[src/rtl/otter_fetch_pkg.sv]
// +----------------------------------------------------------------+
// | otter_fetch_pkg: shared types and defaults for the fetch queue  |
// | Rev 1.0                                                         |
// +----------------------------------------------------------------+
`default_nettype none

package otter_fetch_pkg;

  localparam int FETCH_DEPTH = 4;

  typedef struct packed {
    logic [31:0] pc;
    logic [31:0] ir;
  } fetch_entry_t;

  localparam int ENTRY_W = $bits(fetch_entry_t);

endpackage

`default_nettype wire

[src/rtl/fetch_fifo.sv]
// +----------------------------------------------------------------+
// | fetch_fifo: generic synchronous FIFO with clear, full and empty |
// | Rev 1.0                                                         |
// +----------------------------------------------------------------+
`default_nettype none

module fetch_fifo #(
  parameter int DEPTH = 4,
  parameter int WIDTH = 64
) (
  input  logic                   CLK,
  input  logic                   RST_N,
  input  logic                   push,
  input  logic                   pop,
  input  logic                   clear,
  input  logic [WIDTH-1:0]       din,
  output logic [WIDTH-1:0]       dout,
  output logic                   full,
  output logic                   empty,
  output logic [$clog2(DEPTH):0] count
);

  localparam int c_PTR_W = $clog2(DEPTH);
  localparam int c_CNT_W = c_PTR_W + 1;

  logic [WIDTH-1:0]   r_mem [DEPTH];
  logic [c_PTR_W-1:0] r_wptr;
  logic [c_PTR_W-1:0] r_rptr;
  logic [c_CNT_W-1:0] r_count;
  logic               w_do_push;
  logic               w_do_pop;

  assign empty     = (r_count == '0);
  assign full      = (r_count == c_CNT_W'(DEPTH));
  assign w_do_pop  = pop & ~empty;
  assign w_do_push = push & (~full | w_do_pop);
  assign dout      = r_mem[r_rptr];
  assign count     = r_count;

  // Clear only rewinds pointers; storage contents are left as-is.
  always_ff @(posedge CLK or negedge RST_N) begin
    if (!RST_N) begin
      r_wptr  <= '0;
      r_rptr  <= '0;
      r_count <= '0;
      for (int i = 0; i < DEPTH; i++) begin
        r_mem[i] <= '0;
      end
    end else if (clear) begin
      r_wptr  <= '0;
      r_rptr  <= '0;
      r_count <= '0;
    end else begin
      if (w_do_push) begin
        r_mem[r_wptr] <= din;
        r_wptr        <= r_wptr + c_PTR_W'(1);
      end
      if (w_do_pop) begin
        r_rptr <= r_rptr + c_PTR_W'(1);
      end
      r_count <= r_count + c_CNT_W'(w_do_push) - c_CNT_W'(w_do_pop);
    end
  end

endmodule

`default_nettype wire

[src/rtl/otter_fetch_queue.sv]
// +----------------------------------------------------------------+
// | otter_fetch_queue: instruction fetch with decoupling queue      |
// | Rev 1.0                                                         |
// +----------------------------------------------------------------+
`default_nettype none

module otter_fetch_queue
  import otter_fetch_pkg::*;
#(
  parameter int          DEPTH    = FETCH_DEPTH,
  parameter logic [31:0] RESET_PC = 32'h0
) (
  input  logic        CLK,
  input  logic        RST_N,
  output logic        MEM_READ1,
  output logic [31:0] MEM_ADDR1,
  input  logic [31:0] MEM_DOUT1,
  input  logic        REDIRECT,
  input  logic [31:0] REDIRECT_PC,
  input  logic        DE_READY,
  output logic        DE_VALID,
  output logic [31:0] DE_IR,
  output logic [31:0] DE_PC,
  output logic [31:0] DE_PCPLUS4
);

  localparam int c_CNT_W = $clog2(DEPTH) + 1;

  logic [31:0]        r_fpc;
  logic [31:0]        r_req_pc;
  logic               r_inflight;
  logic [c_CNT_W-1:0] w_count;
  logic [c_CNT_W:0]   w_occupancy;
  logic [31:0]        w_redirect_target;
  logic               w_issue;
  logic               w_push;
  logic               w_pop;
  logic               w_full;
  logic               w_empty;
  fetch_entry_t       w_wr_entry;
  fetch_entry_t       w_head;

  // Outstanding response reserves a slot; same-cycle pops do not free one.
  assign w_occupancy       = {1'b0, w_count} + {{c_CNT_W{1'b0}}, r_inflight};
  assign w_issue           = RST_N & ~REDIRECT & ~w_full
                           & (w_occupancy < (c_CNT_W + 1)'(DEPTH));
  assign w_redirect_target = REDIRECT_PC & ~32'h3;

  assign MEM_READ1 = w_issue;
  assign MEM_ADDR1 = r_fpc;

  assign w_push        = r_inflight & ~REDIRECT;
  assign w_pop         = DE_VALID & DE_READY & ~REDIRECT;
  assign w_wr_entry.pc = r_req_pc;
  assign w_wr_entry.ir = MEM_DOUT1;

  assign DE_VALID   = ~w_empty;
  assign DE_IR      = w_head.ir;
  assign DE_PC      = w_head.pc;
  assign DE_PCPLUS4 = w_head.pc + 32'd4;

  always_ff @(posedge CLK or negedge RST_N) begin
    if (!RST_N) begin
      r_fpc      <= RESET_PC;
      r_req_pc   <= '0;
      r_inflight <= 1'b0;
    end else begin
      r_inflight <= w_issue;
      if (w_issue) begin
        r_req_pc <= r_fpc;
      end
      if (REDIRECT) begin
        r_fpc <= w_redirect_target;
      end else if (w_issue) begin
        r_fpc <= r_fpc + 32'd4;
      end
    end
  end

  fetch_fifo #(
    .DEPTH (DEPTH),
    .WIDTH (ENTRY_W)
  ) u_fifo (
    .CLK   (CLK),
    .RST_N (RST_N),
    .push  (w_push),
    .pop   (w_pop),
    .clear (REDIRECT),
    .din   (w_wr_entry),
    .dout  (w_head),
    .full  (w_full),
    .empty (w_empty),
    .count (w_count)
  );

endmodule

`default_nettype wire

[config.mk]
export PLATFORM = sky130hd
export DESIGN_NAME = otter_fetch_queue
export DESIGN_NICKNAME = d
export VERILOG_FILES = /design/src/rtl/otter_fetch_pkg.sv /design/src/rtl/fetch_fifo.sv /design/src/rtl/otter_fetch_queue.sv
export SDC_FILE = /design/constraint.sdc
export NUM_CORES = 1
export LEC_CHECK = 0
export BUFFER_PORTS_ARGS = -buffer_cell sky130_fd_sc_hd__buf_4
export CAP_MARGIN = 20
export CORE_AREA = 4 4 178 163
export CTS_BUF_LIST = sky130_fd_sc_hd__clkbuf_16
export CTS_CLUSTER_SIZE = 28
export DETAILED_ROUTE_END_ITERATION = 12
export DIE_AREA = 0 0 182 167
export PLACE_DENSITY = 0.82
export SETUP_SLACK_MARGIN = 0.5
export SLEW_MARGIN = 20
export SYNTH_ARGS = -nofsm -noshare
export SYNTH_HDL_FRONTEND = slang
export SYNTH_SLANG_ARGS = --single-unit
[constraint.sdc]
create_clock -name CLK -period 2.4 [get_ports CLK]
set_clock_uncertainty 0.1 [all_clocks]
set_input_delay 0 -clock CLK [delete_from_list [all_inputs] [get_ports CLK]]
set_output_delay 0 -clock CLK [all_outputs]
set_load 0.02 [all_outputs]
Word-level counts from Yosys, hierarchy flattened
Index checks and enable logic that the tools add are counted.
- bits in registers: 328
- bits of input ports: 68
- output and inout port bits: 130
- $add $sub $neg: 7
- $lt $le $gt $ge: 4
- equal/unequal tests: 1
- multiplexer cells: 13
- bitwise operators: 14
- reductions and logical operators: 6
- operators by type and width (operator ; number):
    $bwmux W256 ; 1
    $mux W64 ; 3
    $bmux W64 S2 ; 1
    $demux W64 S2 ; 1
    $add A32 B3 Y32 const B ; 2
    $mux W32 ; 2
    $and A1 B1 Y1 ; 8
    $mux W2 ; 4
    $ge A3 B3 Y1 const B ; 2
    $not A2 Y3 ; 2
    $reduce_bool A2 Y1 ; 3
    $add A2 B1 Y2 const B ; 2
    $add A3 B1 Y4 ; 1
    $lt A4 B3 Y1 const B ; 1
    $add A3 B1 Y3 ; 1
    $eq A3 B3 Y1 const B ; 1
    $logic_not A3 Y1 ; 1
    $lt A3 B1 Y1 const B ; 1
    $mux W3 ; 1
    $not A1 Y1 ; 3
    $sub A3 B1 Y3 ; 1
    $reduce_and A2 Y1 ; 1
    $logic_and A1 B1 Y1 ; 1
    $or A1 B1 Y1 ; 1

Longest topological paths before layout
Gate-level depths: netlist of run 1.
- depth after elaboration: 10
- depth in mapped cells: 10
- gate-level depth less buffers: 10

Modules after synthesis
Synthesis of run 1 repeated with hierarchy kept, for this count alone.
- cell total of the unflattened synthesis: 1087
- area, all modules: 15590.0 sq um
- modules (own cells, without submodules) (module ; times used ; cells each ; area an instance (sq um)):
    fetch_fifo ; 1 ; 665 ; 12089.1
    otter_fetch_queue ; 1 ; 422 ; 3500.9

Worst setup path before layout of run 1
No wires, ideal clock.
- path kind: reg-to-output
- from: register u_fifo.r_rptr[0]
- to: output port DE_PCPLUS4[28]
- data arrival time: 2515 ps
- data required time: 2300 ps
- setup slack: -215 ps
- stages on the path, launching flop included: 9
- buffers on the path: 2
- cells stage by stage: dfrtp_1 buf_6 buf_12 mux4_1 ha_1 nand3_1 or4_4 nor2_1 xor2_1
- longest elaborated chain between the ends: 5
- ends and longest elaborated chain (item ; RTL line ; text):
    start, declared ; fetch_fifo.sv:28 ; logic [c_PTR_W-1:0] r_rptr;
    start signal, assigned ; fetch_fifo.sv:59 ; r_rptr <= r_rptr + c_PTR_W'(1);
    $not A2 Y3 (implied by the code) ; fetch_fifo.sv:37 ; assign dout = r_mem[r_rptr];
    $bmux W64 S2 ; fetch_fifo.sv:37 ;
    $mux W64 (implied by the code) (2 in a row) ; fetch_fifo.sv:37 ;
    named net DE_PC[3] ; otter_fetch_queue.sv:23 ; output logic [31:0] DE_PC,
    $add A32 B3 Y32 ; otter_fetch_queue.sv:60 ; assign DE_PCPLUS4 = w_head.pc + 32'd4;
    end, declared ; otter_fetch_queue.sv:24 ; output logic [31:0] DE_PCPLUS4
The timed path passes the listed nets, and every way through them passes these cells. The select of a mux whose other input is x is not followed.

Worst setup path after layout of run 1
- from: register u_fifo.r_rptr[0]
- to: output port DE_PCPLUS4[19]
- longest elaborated chain between the ends: 5
- ends and longest elaborated chain (item ; RTL line):
    $not A2 Y3 (implied by the code) ; fetch_fifo.sv:37
    $bmux W64 S2 ; fetch_fifo.sv:37
    $mux W64 (implied by the code) (2 in a row) ; fetch_fifo.sv:37
    $add A32 B3 Y32 ; otter_fetch_queue.sv:60
Every way passes these cells. The select of a mux whose other input is x is not followed.

==> results of run 1 <==
## kinds of logic (layout without fill, tap and decap cells)
| kind of cell | after synthesis | after routing | share of synthesized area, % |
|---|---|---|---|
| muxes | 346 | 346 | 31.2 |
| DFF | 316 | 316 | 53.6 |
| and+or+nand+nor | 135 | 140 | 5.43 |
| buffers and inverters | 78 | 531 | 2.84 |
| AOI/OAI and AO/OA | 60 | 60 | 2.76 |
| xor gates and xnor gates | 54 | 54 | 3.21 |
| adders and majority gates | 10 | 10 | 0.899 |
| other | 1 | 6 | 0.0254 |
## sequential cells by signal (all words and copies together) (netlist names)
name,count
MEM_ADDR1,30
u_fifo.r_rptr,2
u_fifo.r_wptr,2
r_req_pc,30
u_fifo.r_mem,248
r_inflight,1
u_fifo.count,3
## placed cells by master, fill, tap and decap left out, drive strengths merged, types with 3 or more instances in the layout
cell / instances
a2111oi: 13
a211oi: 3
a31oi: 7
and2: 6
and3: 9
and4: 7
buf: 366
bufinv: 3
clkbuf: 51
clkinv: 12
conb: 6
dfrtp: 316
dlygate4sd3: 74
ha: 9
inv: 22
mux2: 282
mux4: 62
nand2: 45
nand2b: 3
nand3: 14
nand4: 16
nor2: 23
o211ai: 3
o21ai: 24
o31ai: 3
or3: 5
or4: 4
xnor2: 41
xor2: 13
## what timing repair did
item                       CTS  global route
setup buffers               47            43
hold buffers                74             0
gates resized for setup    179           288
hold endpoints to repair   452             0
gates cloned                 9            26
setup endpoints to repair  399           404
pin swaps                   36            35
## metal layers
layer,up-vias,wire [um]
met5,-,0
met4,0,3380
met3,272,4650
met2,862,28300
met1,6194,21000
li1,4565,-
## power by group through the flow
stage	Clock, mW	Sequential (mW)	Combinational (mW)
finish	5.23	8.18	13.1
global route	5.44	8.24	13.5
CTS	5.13	7.80	11.3
detailed placement	0	7.88	9.63
global placement	0	7.78	9.43
floorplan	0	7.51	6.13
## area by class of cell
cell class / count / area, um2 / share of cell area, %
multi-input combinational: 616 / 8340 / 36.8
tap: 354 / 443 / 1.95
timing repair buffer: 457 / 4840 / 21.4
clock buffer: 35 / 876 / 3.86
inverter: 17 / 72.6 / 0.320
sequential: 316 / 7930 / 35.0
clock inverter: 22 / 180 / 0.794
## through the flow
step / TNS [ps] / instances
floorplan: 0 / 1005
global placement: -30.4 / 1561
detailed placement: -270 / 1561
CTS: -14030 / 1748
global route: -30840 / 1817
finish: -22970 / 1817
## path summary, 6_finish.rpt
kind | slack (ps) | to | depth (start not counted)
setup reg to reg | -120 | u_fifo.r_mem[99]$_DFFE_PN0P_ | 11
max in group asynchronous | 580 | MEM_ADDR1[16]$_DFFE_PN0N_ | 3
setup / recovery | -790 | DE_PCPLUS4[19] | 10
hold / removal | 150 | MEM_ADDR1[22]$_DFFE_PN0N_ | 4
min in group asynchronous | 210 | u_fifo.r_mem[188]$_DFFE_PN0P_ | 3
hold reg to reg | 400 | u_fifo.r_mem[30]$_DFFE_PN0P_ | 1
## worst max-delay path, stage by stage, from the launching register on
cell and delay [ps]:
dfrtp_4 540, buf_4 180, buf_16 150, mux4_2 380
nand3_2 150, nor4_4 360, buf_6 200, buf_4 120
nand4_1 130, xnor2_2 190, buf_4 170
==> run summary, run 1 <==
Sw frac -> 36.7%
Routed wire length per instance -> 31.6 um
Mapped cell area -> 0.0147 mm2
I/O pin cnt -> 198
Main synth FF type -> dfrtp_1
Gr ovfl total -> 0
Gpl congestion -> 0.846
Required time of the critical path -> 2300 ps
Worst-Margin Slew -> 1090 ps
PortBufs -> 189
Fin crit period -> 3190 ps
Psw -> 9.74 mW
Yosys warns -> 0
Fin. Hold Viols -> 0
Number of iterations in the first detailed-routing pass -> 6
Clk network pwr share -> 19.7%
Slew headroom -> 27.4%
Antenna viol nets, final -> 0
Final setup violation count -> 172
Worst hold slack -> 150 ps
Cell area after layout -> 0.0227 mm2
Die height -> 167 um
H-tree lvl count -> 2
Met3 usage -> 4.60%
Vias after detailed routing -> 11900
Post-synthesis register bit count -> 316
HP Start -> REDIRECT_PC[22]
Min-delay worst type -> input pin to flip-flop
Arr. time, crit path -> 3090 ps
Crit path launch -> u_fifo.r_rptr[0]$_DFFE_PN0P_
Post-DP HPWL -> 24500 um
Met1 usage -> 37.3%
TritonCTS Sinks -> 316
P per Cell Area -> 1170 mW/mm2
Vias per cell -> 6.55
Sequential area share after synthesis -> 53.6%
ANT cells -> 0
Worst setup margin -> -794 ps
Initial core utilization -> 54.8%
VDD IR max -> 1.10 mV
CTS tree -> yes
Final period utilization -> 133%
CP endpoint kind -> output pin
First-pass GRT wire length -> 67200 um
Vias in the first global route -> 11600
Number of DRC markers in iteration 0 -> 1429
Yosys top cell area share -> 53.6%
Fin util -> 84.4%
Yosys cell types -> 55
Post-synth ARST share -> 100%
Layout area overhead -> 53.8%
Clock Root Buffer -> clkbuf_16
Synth cell count leaders -> dfrtp_1 (316), mux2_2 (254), mux4_2 (59)
Die Footprint -> 0.0304 mm2
Failing checks -> setup timing
Drt drc -> 0
Post-DP Area -> 0.0174 mm2
Setup crit start kind -> flip-flop
Count leader, synth -> dfrtp_1
Clk Latency, worst-skew pair -> 520 ps
Syn_area_per_cell -> 14.7 um2
Largest net degree at the start of global routing -> 117
Final #Nets -> 1521
Cells after synthesis -> 1000
Worst-path clk slew -> 60 ps
Crit-path max FO -> 6
Initial antenna violation count -> 0
Sequential Power Share -> 30.9%
Die width -> 182 um
Total CTS buffers -> 35
Status -> complete, but fails checks
Floorplan row count -> 57
M2 GR Usage -> 47.9%
Core Region -> 0.0269 mm2
Share of layout cells above drive strength 1 -> 61.9%
Worst r2r src -> u_fifo.count[2]$_DFF_PN0_
Synth area leader -> dfrtp_1
CTS Buffer Depth -> 3
RSZ-0062 raised after global routing -> yes
Total GRT Usage -> 27.9%
Tot Pwr -> 26.5 mW
Post-synth EDFFs -> 0
Top post-synthesis cells by area -> dfrtp_1 (54%), mux2_2 (19%), mux4_2 (9.0%)
# fillers -> 1032
Pins Over Slew Limit -> 0
Final wirelength -> 57300 um
Setup WS pre-CTS -> -121 ps
Global routing's busiest layer -> met2
Worst Setup Path Type -> flip-flop to output pin
Fmax achieved -> 0.313 GHz
Int Power -> 16.8 mW
Maxcap violations -> 0
Gate power share -> 49.4%
Pleak -> 11.0 nW
(Power assumes the default switching activity.)
==> run 2, diff against run 1 <==
CORE_AREA = 4 4 183 167   (was 4 4 178 163)
DIE_AREA = 0 0 187 171   (was 0 0 182 167)
SYNTH_HIERARCHICAL = 1   (was default)
==> run 2 against run 1 <==
  * Register-to-register slack got worse by 230 ps
  * Clock-buffer cell count grew 2
  * The run still ends with setup timing left
  * Die area is 5.2% higher
  * Critical path depth rose by 1
  * Largest cell class unchanged
  * Highest routed layer unchanged
  * Utilization fell by 0.81 points
  * Sequential share of layout area is 1.0 points lower
  * Sequential cell count up 8
  * Total power is 25% lower
==> run summary, run 2 <==
Total GRT Usage -> 28.4%
Initial antenna violation count -> 0
Yosys cell types -> 58
Arr. time, crit path -> 3100 ps
Drt drc -> 0
Count leader, synth -> dfrtp_1
Most frequent cells in the layout -> dfrtp_1 (319), mux2_4 (255), buf_4 (223)
Required time of the critical path -> 2300 ps
Largest register FFs -> 256
Final period utilization -> 133%
Worst setup margin -> -799 ps
Maxcap violations -> 0
Post-DP HPWL -> 25900 um
Share of layout cells above drive strength 1 -> 61.0%
Synth cell count leaders -> dfrtp_1 (324), nand2_1 (142), mux2_2 (133)
# fillers -> 1110
Global routing's busiest layer -> met2
Largest net degree at the start of global routing -> 77
Reg2reg setup slack -> -350 ps
RSZ-0062 raised after global routing -> yes
Post-synthesis register bit count -> 324
Post-synth ARST share -> 100%
Fin. Hold Viols -> 0
Gpl congestion -> 0.824
Vias after detailed routing -> 12800
Fin crit period -> 3200 ps
I/O pin cnt -> 198
M2 GR Usage -> 48.5%
Yosys top cell area share -> 52.0%
Most common cell after layout, fill and taps aside -> dfrtp_1
Core Region -> 0.0286 mm2
Clk network pwr share -> 27.3%
Syn_area_per_cell -> 14.3 um2
Hold worst-path end -> u_fifo/r_rptr[1]$_DFFE_PN0P_
Clk Latency, worst-skew pair -> 540 ps
Setup crit start kind -> flip-flop
Die height -> 171 um
HP Start -> DE_READY
Top post-synthesis cells by area -> dfrtp_1 (52%), mux2_4 (12%), mux2_2 (9.6%)
Floorplan row count -> 59
CTS tree -> yes
CP endpoint kind -> output pin
Tot Pwr -> 19.9 mW
Post-synth EDFFs -> 0
Buffers & Inverters on Critical Path -> 5
Sequential area share after synthesis -> 52.0%
Worst path cell trace -> buf_12 -> buf_12 -> mux4_2 -> and3_4 -> nand3_4 -> buf_4 -> nor4_4 -> buf_6 -> nand3_1 -> xnor2_2 -> buf_6
Hold path depth -> 6
Synth area leader -> dfrtp_1
Total CTS buffers -> 36
PortBufs -> 193
Int Power -> 13.1 mW
Worst Setup Path Type -> flip-flop to output pin
Largest Register -> u_fifo/r_mem
Final wirelength -> 60400 um
Psw -> 6.80 mW
Worst-path clk slew -> 70 ps
TritonCTS Sinks -> 324
ANT cells -> 0
Number of iterations in the first detailed-routing pass -> 7
Vias per cell -> 6.53
Vias in the first global route -> 12600
Slowest stage cell, crit path -> dfrtp_4
R2R cell count -> 13
Final setup violation count -> 334
Main synth FF type -> dfrtp_1
Post-DP Area -> 0.0187 mm2
Gr ovfl total -> 0
Die Footprint -> 0.0320 mm2
Reg-to-Reg End -> u_fifo/count[2]$_DFF_PN0_
Routed wire length per instance -> 30.9 um
Worst-Margin Slew -> 1000 ps
Mapped cell area -> 0.0156 mm2
Sw frac -> 34.1%
Met1 usage -> 37.7%
Failing checks -> setup timing
Setup WS pre-CTS -> -245 ps
Pleak -> 11.1 nW
Antenna viol nets, final -> 0
VDD IR max -> 0.469 mV
Pins Over Slew Limit -> 0
Non-Filler Instances -> 1957
Met3 usage -> 4.57%
First-pass GRT wire length -> 72000 um
Slowest stage delay, CP -> 500 ps
Inst Count DP -> 1708
Cells after synthesis -> 1087
Layout area overhead -> 53.5%
Clock Root Buffer -> clkbuf_16
Status -> complete, but fails checks
Worst r2r src -> u_fifo/count[1]$_DFF_PN0_
Kind of cell adding the most delay to the critical path -> buffers and inverters
Fmax achieved -> 0.313 GHz
Crit-path max FO -> 8
Gate power share -> 36.6%
Sequential Power Share -> 36.1%
Min-delay worst type -> input pin to flip-flop
Number of DRC markers in iteration 0 -> 1310
Die width -> 187 um
Slew headroom -> 33.3%
Cell area after layout -> 0.0239 mm2
H-tree lvl count -> 2
Final #Nets -> 1644
Initial core utilization -> 54.4%
Yosys warns -> 6
CTS Buffer Depth -> 3
P per Cell Area -> 832 mW/mm2
## run 2: cell types whose count changed after synthesis, moves of 9 or more
cell | before | now
buf_2 | 32 | 23
nand2_1 | 42 | 142
xnor2_1 | 41 | 22
mux2_2 | 254 | 133
o211ai_1 | 3 | 12
a2111oi_0 | 13 | 0
buf_12 | 2 | 12
mux2_4 | 0 | 120
mux2_1 | 28 | 4
nand3_1 | 13 | 35
## run 2: how the worst max path moves through the flow
stage / startpoint / to / slack, ps / depth (start not counted)
floorplan: u_fifo/count[2]$_DFF_PN0_ / u_fifo/count[2]$_DFF_PN0_ / -540 / 13
global placement: u_fifo/r_rptr[0]$_DFFE_PN0P_ / DE_PCPLUS4[31] / -220 / 8
detailed placement: u_fifo/r_rptr[0]$_DFFE_PN0P_ / DE_PCPLUS4[31] / -240 / 8
CTS: u_fifo/r_rptr[0]$_DFFE_PN0P_ / DE_PCPLUS4[31] / -680 / 9
global route: u_fifo/r_rptr[0]$_DFFE_PN0P_ / DE_PCPLUS4[29] / -870 / 11
finish: u_fifo/r_rptr[0]$_DFFE_PN0P_ / DE_PCPLUS4[29] / -800 / 11
## run 2: through the flow
| stage | TNS, ps | utilization (%) | hold WS [ps] |
|---|---|---|---|
| final | -56680 | 83.5 | 121 |
| after floorplan | -3040 | - | -396 |
| after global placement | -1170 | 65.5 | -240 |
| after global routing | -65640 | 83.5 | 122 |
| after detailed placement | -1800 | 65.5 | -244 |
| after CTS | -15720 | 76.8 | 44.0 |
## run 2: power by group through the flow
stage	sequential [mW]	clock (mW)	combinational (mW)
after CTS	6.92	5.31	6.24
after global placement	6.92	0	5.43
after global routing	7.22	5.66	7.54
final	7.19	5.43	7.29
after detailed placement	6.98	0	5.55
after floorplan	6.80	0	3.28
## run 2: layer usage
layer,vias up,routed length (um)
li1,4908,-
met1,6571,22100
met2,1020,29200
met3,283,5570
met4,0,3480
met5,-,0
## run 2: area by class of cell
type | count | area (um2) | share of cell area (%)
Multi-Input combinational cell | 698 | 8660 | 36.2
Sequential cell | 324 | 8120 | 33.9
Timing Repair Buffer | 495 | 5530 | 23.1
Clock buffer | 37 | 926 | 3.87
Tap cell | 366 | 458 | 1.91
Clock inverter | 25 | 178 | 0.743
Inverter | 12 | 57.6 | 0.241
## run 2: cell families after synthesis
kind of cell               after synthesis  share of synthesized area [%]
and+or+nand+nor                        261                           8.25
other                                    1                         0.0241
adders and majority gates                9                          0.770
muxes                                  323                           30.8
DFF                                    324                           52.0
buffers and inverters                   74                           3.56
AOI/OAI and AO/OA                       64                           2.82
xor gates and xnor gates                31                           1.74
## run 2: timing repair
action | in CTS | in global routing
pin swaps | 50 | 74
hold endpoints to repair | 443 | 0
resized for setup | 176 | 282
setup endpoints to repair | 418 | 418
buffers inserted | 36 | 35
cloned | 14 | 27
hold buffers | 75 | 0
## run 2: tightest hold or removal path, stage by stage
cell     delay [ps]
buf_4           120
and3_4          170
buf_4           130
nand2_1          80
or3_1           130
a21oi_1          80
==> run 3, diff against run 2 <==
CELL_PAD_IN_SITES_DETAIL_PLACEMENT = 0   (was default)
CELL_PAD_IN_SITES_GLOBAL_PLACEMENT = 1   (was default)
CORE_AREA = 4 4 195 178   (was 4 4 183 167)
DIE_AREA = 0 0 199 182   (was 0 0 187 171)
PLACE_DENSITY = 0.85   (was 0.82)
==> run 3 against run 2 <==
  * Via count down 10%
  * Routed wire length down 19%
  * The flow still finishes with violations (setup timing)
  * Non-clock buffer count up 11
  * Maximum frequency up 2.2%
  * Largest cell class unchanged
  * Cell count up 3.5%
  * Clock-buffer cell count down 1
  * Clock power up 0.9%
  * Die area up 13%
  * Final area down 0.97%
  * Critical endpoint is now DE_PCPLUS4[20]
  * Sequential cell count unchanged
==> run summary, run 3 (same netlist as run 2, synthesis figures left out) <==
Fmax achieved -> 0.319 GHz
Routed wire length per instance -> 24.0 um
Antenna viol nets, final -> 0
Total CTS buffers -> 36
Final #Nets -> 1655
Status -> complete, but fails checks
Slew headroom -> 46.3%
CTS Buffer Depth -> 3
Crit-path max FO -> 7
Drt drc -> 0
PortBufs -> 193
Vias after detailed routing -> 11500
H-tree lvl count -> 2
Final wirelength -> 48700 um
Largest register FFs -> 256
Largest net degree at the start of global routing -> 150
Post-DP Area -> 0.0188 mm2
ANT cells -> 0
Clock Root Buffer -> clkbuf_16
Fin util -> 72.6%
TritonCTS Sinks -> 324
Min-delay worst type -> input pin to flip-flop
Final period utilization -> 130%
Worst r2r src -> u_fifo/count[2]$_DFF_PN0_
Gr ovfl total -> 0
Total GRT Usage -> 23.6%
Tot Pwr -> 19.1 mW
Failing checks -> setup timing
Arr. time, crit path -> 3030 ps
Required time of the critical path -> 2300 ps
Initial antenna violation count -> 0
Worst setup margin -> -732 ps
Die Footprint -> 0.0362 mm2
I/O pin cnt -> 198
Core Region -> 0.0326 mm2
Pleak -> 11.0 nW
Worst path cell trace -> buf_12 -> mux4_2 -> and3_4 -> nand3_4 -> nor4_4 -> buf_4 -> nand2_4 -> xnor2_2 -> buf_4
Slowest stage cell, crit path -> dfrtp_4
Pins Over Slew Limit -> 0
Slowest stage delay, CP -> 570 ps
First-pass GRT wire length -> 67600 um
Crit path launch -> u_fifo/r_rptr[0]$_DFFE_PN0P_
Layout area overhead -> 52.0%
Number of DRC markers in iteration 0 -> 711
Largest Register -> u_fifo/r_mem
P per Cell Area -> 808 mW/mm2
Most common cell on crit path -> buf_4
Number of iterations in the first detailed-routing pass -> 5
Vias in the first global route -> 11900
Worst-path clk slew -> 70 ps
Vias per cell -> 5.68
HP Start -> REDIRECT
Die height -> 182 um
Fin. Hold Viols -> 0
Cell area after layout -> 0.0237 mm2
CTS tree -> yes
Floorplan row count -> 63
RSZ-0062 raised after global routing -> yes
Share of layout cells above drive strength 1 -> 58.2%
Initial core utilization -> 47.8%
Die width -> 199 um
Inst Count DP -> 1764
Clk Latency, worst-skew pair -> 530 ps
Most frequent cells in the layout -> dfrtp_1 (320), buf_4 (238), mux2_4 (201)
VDD IR max -> 0.537 mV
Worst Setup Path Type -> flip-flop to output pin
Most common cell after layout, fill and taps aside -> dfrtp_1
Fin crit period -> 3130 ps
Final setup violation count -> 282
Maxcap violations -> 0
Setup crit start kind -> flip-flop
Worst-Margin Slew -> 805 ps
Post-DP HPWL -> 26200 um
Gpl congestion -> 0.780
CP endpoint kind -> output pin
# fillers -> 1922
Non-Filler Instances -> 2026
run 3: cell count changes in the layout (fill, tap and decap cells not counted), sizes merged:
cell    delta
bufinv     +2
clkbuf     -7
inv        +3
buf       +17
clkinv     -2
run 3: metal layers:
metal | vias up | GRT usage [%] | share of wire (%)
met5 | - | 0 | 0
met4 | 0 | 7.28 | 3.3
met3 | 103 | 3.88 | 5.9
met2 | 445 | 38.3 | 48
met1 | 5999 | 32.8 | 42
li1 | 4955 | - | -
run 3: timing repair:
action	in CTS	in global routing
endpoints found under the hold margin	369	0
hold buffers	73	0
cloned	20	19
gates resized for setup	147	184
setup buffers	44	42
pin swaps	50	29
endpoints found under the setup margin	419	487
run 3: where the power goes:
group / internal, mW / switching, mW / leakage (nW) / total, mW
clock network: 3.18 / 2.30 / 0.584 / 5.48
logic: 3.50 / 3.18 / 6.16 / 6.68
registers: 6.26 / 0.718 / 4.29 / 6.98
run 3: final cells by class:
class	count	area (um2)	area share [%]
multi-input cells	698	8210	34.6
flip-flops and latches	324	8120	34.2
repair buffers	506	5630	23.8
clock buffers	36	901	3.80
well taps	422	528	2.23
clock inverters	28	250	1.06
inverters	12	57.6	0.243
run 3: critical path, delay by kind of cell (launching register included):
family	cells	cell delay, ps
DFF	1	570
xor gates and xnor gates	1	160
muxes	1	380
and+or+nand+nor	4	830
buffers and inverters	3	540
run 3: path summary, 6_finish.rpt:
kind	endpoint	depth (start not counted)	slack, ps
hold reg to reg	u_fifo/r_mem[193]$_DFFE_PN0P_	1	410
min in group asynchronous	u_fifo/count[2]$_DFF_PN0_	3	100
setup / recovery	DE_PCPLUS4[20]	9	-730
hold / removal	u_fifo/r_wptr[0]$_DFFE_PN0P_	6	70
setup reg to reg	u_fifo/r_mem[105]$_DFFE_PN0P_	15	-350
max in group asynchronous	u_fifo/r_mem[225]$_DFFE_PN0P_	4	910
run 3: stage by stage:
stage	setup WS, ps	hold slack [ps]	TNS [ps]
floorplan	-536	-396	-3040
global placement	-183	102	-929
detailed placement	-243	99.6	-1660
CTS	-707	69.3	-21410
global route	-830	78.0	-78690
finish	-732	70.5	-55260
